--- src/rtl/nexus_flow_pkg.sv ---
// Shared types and constants for the frame-interpolation block.
package nexus_flow_pkg;

  typedef enum logic [1:0] {
    MODE_BLEND   = 2'd0,
    MODE_PASS_A  = 2'd1,
    MODE_PASS_B  = 2'd2,
    MODE_ABSDIFF = 2'd3
  } mode_e;

  typedef enum logic [1:0] {
    ST_IDLE   = 2'd0,
    ST_RUN    = 2'd1,
    ST_FINISH = 2'd2
  } state_e;

  // Blend rounds to nearest: (a*(256-w) + b*w + 128) >> 8.
  localparam int unsigned ROUND_C      = 128;
  localparam int unsigned WEIGHT_SCALE = 256;

endpackage

--- src/rtl/nexus_flow_fifo.sv ---
// First-word-fall-through synchronous FIFO with an occupancy count.
// The head entry is visible on rd_data whenever empty is low.
module nexus_flow_fifo #(
  parameter int WIDTH = 33,
  parameter int DEPTH = 16
) (
  input  logic                       clk,
  input  logic                       rst,
  input  logic                       wr_en,
  input  logic [WIDTH-1:0]           wr_data,
  input  logic                       rd_en,
  output logic [WIDTH-1:0]           rd_data,
  output logic                       empty,
  output logic [$clog2(DEPTH):0]     count
);

  localparam int AW = $clog2(DEPTH);
  localparam int CW = AW + 1;

  logic [WIDTH-1:0] mem [DEPTH];
  logic [AW-1:0]    wr_ptr;
  logic [AW-1:0]    rd_ptr;
  logic             full;
  logic             wr_ok;
  logic             rd_ok;

  assign empty   = (count == '0);
  assign full    = (count == CW'(DEPTH));
  assign wr_ok   = wr_en && !full;
  assign rd_ok   = rd_en && !empty;
  assign rd_data = mem[rd_ptr];

  // Storage write port.
  // NOTE: the storage array has no reset; only pointers and count are reset, so
  // stale contents are never observable and the array can map to plain RAM.
  always_ff @(posedge clk) begin
    if (wr_ok) mem[wr_ptr] <= wr_data;
  end

  // Pointer and occupancy bookkeeping; a simultaneous read and write keeps count.
  // NOTE: sequential state uses non-blocking assignments so every register
  // samples pre-edge values regardless of statement order.
  always_ff @(posedge clk or posedge rst) begin
    if (rst) begin
      wr_ptr <= '0;
      rd_ptr <= '0;
      count  <= '0;
    end else begin
      if (wr_ok) wr_ptr <= wr_ptr + AW'(1);
      if (rd_ok) rd_ptr <= rd_ptr + AW'(1);
      case ({wr_ok, rd_ok})
        2'b10:   count <= count + CW'(1);
        2'b01:   count <= count - CW'(1);
        default: count <= count;
      endcase
    end
  end

endmodule

--- src/rtl/nexus_flow_interp.sv ---
// Joins previous-frame (A) and current-frame (B) pixel streams and emits one
// interpolated stream: blend, pass-through or absolute-difference motion map.
// Two pipeline stages feed a credit-protected FWFT FIFO; the last beat of each
// frame is tagged.
module nexus_flow_interp
  import nexus_flow_pkg::*;
#(
  parameter int LANES       = 4,
  parameter int PIX_W       = 8,
  parameter int FRAME_BEATS = 1024,
  parameter int DEPTH       = 16
) (
  input  logic                   clk,
  input  logic                   rst,
  input  logic                   enable,
  input  logic [1:0]             cfg_mode,
  input  logic [7:0]             cfg_weight,
  input  logic                   a_valid,
  output logic                   a_ready,
  input  logic [LANES*PIX_W-1:0] a_data,
  input  logic                   b_valid,
  output logic                   b_ready,
  input  logic [LANES*PIX_W-1:0] b_data,
  output logic                   o_valid,
  input  logic                   o_ready,
  output logic [LANES*PIX_W-1:0] o_data,
  output logic                   o_last,
  output logic                   frame_done,
  output logic [15:0]            frame_count,
  output logic                   busy
);

  localparam int DW     = LANES * PIX_W;
  localparam int PROD_W = PIX_W + 9;
  localparam int CNT_W  = $clog2(FRAME_BEATS);
  localparam int CW     = $clog2(DEPTH) + 1;
  localparam int SHIFT  = $clog2(WEIGHT_SCALE);
  localparam logic [CNT_W-1:0] LAST_BEAT = CNT_W'(FRAME_BEATS - 1);

  state_e              state;
  logic [CNT_W-1:0]    beat_cnt;
  logic [CNT_W-1:0]    beat_nxt;
  logic                beat_last;
  mode_e               cfg_mode_q;
  logic [7:0]          cfg_weight_q;
  mode_e               mode_eff;
  logic [7:0]          weight_eff;
  logic                accept_ok;
  logic                fire;
  logic [1:0]          inflight;

  logic                s1_valid, s1_last, s2_valid, s2_last;
  mode_e               s1_mode;
  logic [LANES*PROD_W-1:0] lane_pa, lane_pb, s1_pa, s1_pb;
  logic [DW-1:0]       lane_diff, s1_a, s1_b, s1_diff;
  logic [DW-1:0]       lane_res, s2_data;

  logic [CW-1:0]       fifo_count;
  logic                fifo_empty;
  logic [DW:0]         fifo_rd_data;

  // Credit: everything already in the pipeline must still fit in the FIFO.
  assign inflight  = {1'b0, s1_valid} + {1'b0, s2_valid};
  assign accept_ok = (state == ST_RUN || state == ST_FINISH) &&
                     ((int'(fifo_count) + int'(inflight)) < DEPTH);
  assign a_ready   = accept_ok;
  assign b_ready   = accept_ok;
  assign fire      = accept_ok && a_valid && b_valid;

  assign beat_last = (beat_cnt == LAST_BEAT);
  assign beat_nxt  = fire ? (beat_last ? '0 : beat_cnt + CNT_W'(1)) : beat_cnt;

  // The first beat of a frame uses the live config; later beats use the latch.
  assign mode_eff   = (beat_cnt == '0) ? mode_e'(cfg_mode) : cfg_mode_q;
  assign weight_eff = (beat_cnt == '0) ? cfg_weight : cfg_weight_q;

  // Run-control state machine; a stop request lets the current frame finish.
  always_ff @(posedge clk or posedge rst) begin
    if (rst) begin
      state <= ST_IDLE;
    end else begin
      case (state)
        ST_IDLE:   if (enable) state <= ST_RUN;
        ST_RUN:    if (!enable) state <= (beat_nxt != '0) ? ST_FINISH : ST_IDLE;
        ST_FINISH: begin
          if (fire && beat_last) state <= ST_IDLE;
          else if (enable)       state <= (beat_cnt == '0) ? ST_IDLE : ST_RUN;
        end
        default:   state <= ST_IDLE;
      endcase
    end
  end

  // Beat position within the frame and per-frame config capture.
  always_ff @(posedge clk or posedge rst) begin
    if (rst) begin
      beat_cnt     <= '0;
      cfg_mode_q   <= MODE_BLEND;
      cfg_weight_q <= '0;
    end else begin
      beat_cnt <= beat_nxt;
      if (fire && beat_cnt == '0) begin
        cfg_mode_q   <= mode_e'(cfg_mode);
        cfg_weight_q <= cfg_weight;
      end
    end
  end

  // Per-lane arithmetic: stage-1 products/diff, stage-2 round and mode select.
  for (genvar l = 0; l < LANES; l++) begin : g_lane
    logic [PIX_W-1:0]  a_pix, b_pix, s1a_pix, s1b_pix, s1d_pix, res;
    logic [PROD_W-1:0] sum;

    assign a_pix   = a_data[l*PIX_W +: PIX_W];
    assign b_pix   = b_data[l*PIX_W +: PIX_W];
    assign lane_pa[l*PROD_W +: PROD_W] = PROD_W'(a_pix) *
                                         (PROD_W'(WEIGHT_SCALE) - PROD_W'(weight_eff));
    assign lane_pb[l*PROD_W +: PROD_W] = PROD_W'(b_pix) * PROD_W'(weight_eff);
    assign lane_diff[l*PIX_W +: PIX_W] = (a_pix >= b_pix) ? (a_pix - b_pix) : (b_pix - a_pix);

    assign s1a_pix = s1_a[l*PIX_W +: PIX_W];
    assign s1b_pix = s1_b[l*PIX_W +: PIX_W];
    assign s1d_pix = s1_diff[l*PIX_W +: PIX_W];
    assign sum     = s1_pa[l*PROD_W +: PROD_W] + s1_pb[l*PROD_W +: PROD_W] + PROD_W'(ROUND_C);

    // Select the lane result for the latched mode.
    always_comb begin
      // NOTE: res gets a default before the case so no path leaves it unassigned,
      // which would otherwise infer a latch.
      res = s1a_pix;
      case (s1_mode)
        MODE_BLEND:   res = PIX_W'(sum >> SHIFT);
        MODE_PASS_A:  res = s1a_pix;
        MODE_PASS_B:  res = s1b_pix;
        MODE_ABSDIFF: res = s1d_pix;
        default:      res = s1a_pix;
      endcase
    end

    assign lane_res[l*PIX_W +: PIX_W] = res;
  end

  // Pipeline control: valid, last and mode travel with each beat; reset drops them.
  always_ff @(posedge clk or posedge rst) begin
    if (rst) begin
      s1_valid <= 1'b0;
      s1_last  <= 1'b0;
      s1_mode  <= MODE_BLEND;
      s2_valid <= 1'b0;
      s2_last  <= 1'b0;
    end else begin
      s1_valid <= fire;
      s1_last  <= fire && beat_last;
      s1_mode  <= mode_eff;
      s2_valid <= s1_valid;
      s2_last  <= s1_valid && s1_last;
    end
  end

  // Pipeline data; qualified by the valid bits, so it captures every cycle.
  always_ff @(posedge clk) begin
    s1_pa   <= lane_pa;
    s1_pb   <= lane_pb;
    s1_a    <= a_data;
    s1_b    <= b_data;
    s1_diff <= lane_diff;
    s2_data <= lane_res;
  end

  // Frame completion is counted when the tagged beat enters the FIFO.
  always_ff @(posedge clk or posedge rst) begin
    if (rst) begin
      frame_done  <= 1'b0;
      frame_count <= '0;
    end else begin
      frame_done <= s2_valid && s2_last;
      if (s2_valid && s2_last) frame_count <= frame_count + 16'd1;
    end
  end

  nexus_flow_fifo #(
    .WIDTH (DW + 1),
    .DEPTH (DEPTH)
  ) u_fifo (
    .clk     (clk),
    .rst     (rst),
    .wr_en   (s2_valid),
    .wr_data ({s2_last, s2_data}),
    .rd_en   (o_valid && o_ready),
    .rd_data (fifo_rd_data),
    .empty   (fifo_empty),
    .count   (fifo_count)
  );

  assign o_valid = !fifo_empty;
  assign o_data  = fifo_empty ? '0 : fifo_rd_data[DW-1:0];
  assign o_last  = fifo_empty ? 1'b0 : fifo_rd_data[DW];
  assign busy    = (state != ST_IDLE) || s1_valid || s2_valid || !fifo_empty;

endmodule
--- config.mk ---
export PLATFORM = sky130hd
export DESIGN_NAME = nexus_flow_interp
export DESIGN_NICKNAME = d
export VERILOG_FILES = /design/src/rtl/nexus_flow_pkg.sv /design/src/rtl/nexus_flow_fifo.sv /design/src/rtl/nexus_flow_interp.sv
export SDC_FILE = /design/constraint.sdc
export NUM_CORES = 2
export LEC_CHECK = 0
export BUFFER_PORTS_ARGS = -buffer_cell sky130_fd_sc_hd__buf_2
export CAP_MARGIN = 20
export CORE_MARGIN = 1.5
export CORE_UTILIZATION = 50
export DETAILED_ROUTE_END_ITERATION = 7
export PLACE_DENSITY_LB_ADDON = 0.15
export SLEW_MARGIN = 20
export SYNTH_ARGS = -nofsm -noshare
export SYNTH_HDL_FRONTEND = slang
export SYNTH_SLANG_ARGS = --single-unit
--- constraint.sdc ---
create_clock -name clk -period 8.2 [get_ports clk]
set_input_delay 1.64 -clock clk [delete_from_list [all_inputs] [get_ports clk]]
set_output_delay 1.64 -clock clk [all_outputs]
set_load 0.01 [all_outputs]
==> results.cfg <==
[outcome]
status = completed

[grt]
antenna_found_initial = 18
grt_pass1_vias = 32133
grt_usage = 0.2487
grt_max_degree = 69
grt-ovfl-total = 0
grt_pass1_wl_um = 191900

[yosys]
ys.flop_type = edfxtp_1
yosysWarningCount = 0
syn_inst = 4050
syn_area_per_cell_sq_um = 12.48
synth-edff-count = 528
syn_nets = 4921
syn_area_sq_um = 50540
yosysSeqAreaShare = 0.4439
synth-async-reset-ratio = 0.06888
yosys_register_bits = 842
ys_types = 84

[die]
fp.coreArea_sq_um = 100100
io_pins = 134
initial_utilization = 0.5046
die_w_um = 320.9
rows = 116
die_area_sq_um = 103000
die_y_um = 320.9

[setup_path]
crit_arrival_ns = 7.53
required_ns = 8.77
r2r_slack_ns = 1.24
crit_type = reg2reg
worstSetupStartpointType = flip-flop
cp-end-kind = flip-flop
worstPathMaxFanout = 17

[detailed_routing]
viasPerCell = 5.516
drcViolationCount = 0
vias = 30887
wirelength_um = 124100
wl_per_cell_um = 22.17
drt_first_pass_iters = 5
drt_iter0_drc = 2168
postRouteAntennaNets = 0

[timing]
finalSetupTns_ns = 0
max_freq_ghz = 0.1437
worst_pin_slew_ns = 1.034
rsz0062_at_grt = false
skew_ns = 0.04728
slew_headroom = 0.3110
period_share = 0.8488
hold_ws_ns = 0.4457
slew_viol_final = 0
hold_violations = 0
post-route-min-period_ns = 6.960
setup_viol = 0

[placed_design]
placed_area_sq_um = 52980
gp_congestion = 0.8539
hpwl_um = 87120
portBuffers = 133

[layout]
fillers = 8398
final_cell_area_sq_um = 56090
nNetsFinal = 5089
drive_above_1_share = 0.1431
mostFrequentLayoutCells = inv_1 (539), edfxtp_1 (528), ha_1 (473)
multi_input_area_sq_um = 25770
regArea_sq_um = 22440
final_common_cell = inv_1
area_growth_pct = 10.98
utilization = 0.5600

[clock_network]
cts_resized = 0
cts_tree = built
htreeDepth = 3
worstSkewPairLatency_ns = 0.68
postCtsSetupBuffers = 0
cts_num_sinks = 842
clkTransAtPathRegs_ns = 0.06
numCtsBuffers = 93
root_buffer = clkbuf_16
cts_hold_buffers = 0
clockBufferDepth = 3

[min_path]
min_path_type = reg2reg

[power_and_ir_drop]
ir_drop_mv = 0.1922
p_leak_nw = 24.50
p_per_area_nw_per_um2 = 205.6

[job]
cap_violations = 0
## layer usage
metal  routed length (um)  vias to the layer above  track usage
li1                     -                    14293            -
met3                 7488                      198      0.03690
met5                   95                        -            0
met1                51790                    15571       0.3318
met2                61570                      809       0.4225
met4                 3191                       16      0.07264
## cells by family (layout without fill, tap and decap cells)
group | count (synthesis) | count (layout) | synth area share
xor gates and xnor gates | 193 | 193 | 0.03404
other | 0 | 3 | 0
muxes | 246 | 246 | 0.09851
and+or+nand+nor | 1006 | 1006 | 0.08920
DFF | 842 | 842 | 0.4439
buffers and inverters | 664 | 913 | 0.05028
AOI/OAI and AO/OA | 308 | 308 | 0.04102
adders and majority gates | 791 | 791 | 0.2431
## worst paths after layout
check                           cells after the start                   from                           end
max in group asynchronous                           3                    rst  u_fifo.rd_ptr[0]$_DFFE_PP0P_
worst min-delay path                                0     s1_valid$_DFF_PP0_            s2_valid$_DFF_PP0_
min in group asynchronous                           3                    rst   frame_count[15]$_DFFE_PP0P_
worst max register to register                     23  beat_cnt[9]$_DFF_PP0_             s1_pa[65]$_DFF_P_
worst min register to register                      0     s1_valid$_DFF_PP0_            s2_valid$_DFF_PP0_
worst max-delay path                               23  beat_cnt[9]$_DFF_PP0_             s1_pa[65]$_DFF_P_
## worst max-delay path, stage by stage, from the launching register on
cell and delay [ns]:
dfrtp_1 0.44, nor4_2 0.30, nand4_1 0.43, mux2_2 0.79, nor3_2 0.12, nand2_1 0.10
nor2_2 0.06, xnor2_1 0.68, nand2_1 0.18, fa_1 0.56, inv_1 0.05, fa_1 0.50
inv_1 0.06, fa_1 0.49, fa_1 0.49, inv_1 0.04, ha_1 0.30, o21ai_0 0.11
a21boi_0 0.14, o21ai_0 0.21, a21boi_0 0.14, o21ai_0 0.24, nand2_1 0.13, o311ai_0 0.31
## cell usage after synthesis (16+ instances only)
library cell	number	share of area
a21oi_1	73	0.0072
xor2_1	33	0.0057
fa_1	318	0.13
nor2b_1	31	0.0038
a21o_1	16	0.0024
inv_1	541	0.040
xnor2_1	156	0.027
dfrtp_1	58	0.029
nor2_1	418	0.031
o21ai_0	67	0.0066
mux4_2	197	0.088
nand3_1	41	0.0041
edfxtp_1	528	0.31
ha_1	473	0.12
a31oi_1	19	0.0024
nor3_1	43	0.0043
and2_1	115	0.014
clkbuf_1	67	0.0050
dfxtp_1	256	0.10
buf_1	22	0.0016
buf_2	23	0.0023
mux2i_1	21	0.0042
nand2_1	271	0.020
mux2_2	25	0.0056
## flip-flops by register name, summed over array words and instances (netlist names)
signal         count
beat_cnt          10
cfg_mode_q         2
cfg_weight_q       8
frame_count       16
frame_done         1
s1_a              32
s1_b              32
s1_diff           32
s1_last            1
s1_mode            2
s1_pa             64
s1_pb             64
s1_valid           1
s2_data           32
s2_last            1
s2_valid           1
state              2
u_fifo.count       5
u_fifo.mem       528
u_fifo.rd_ptr      4
u_fifo.wr_ptr      4
## through the flow
step           instances  setup slack [ns]  total power, mW
6_report            5600             1.240            11.53
5_1_grt             5598            0.6406            12.03
4_1_cts             5596             1.216            11.69
3_5_place_dp        5420            0.8050            7.525
3_3_place_gp        5420            0.9330            7.506
2_1_floorplan       4050             1.175            6.703
## cell type report
class,instances,area share
Tap cell,1298,0.02896
Multi-Input combinational cell,2544,0.4595
Inverter,548,0.03668
Clock inverter,50,0.008790
Sequential cell,842,0.4002
Timing Repair Buffer,189,0.01965
Antenna cell,3,0.0001339
Clock buffer,126,0.04609
## report_power, final
part,leakage (nW),total (mW),switching (mW),internal [mW]
combinational,15.4,2.44,1.17,1.28
clock,1.49,4.15,1.74,2.42
sequential,7.62,4.93,0.277,4.66
Power figures use the tool's default switching activity.
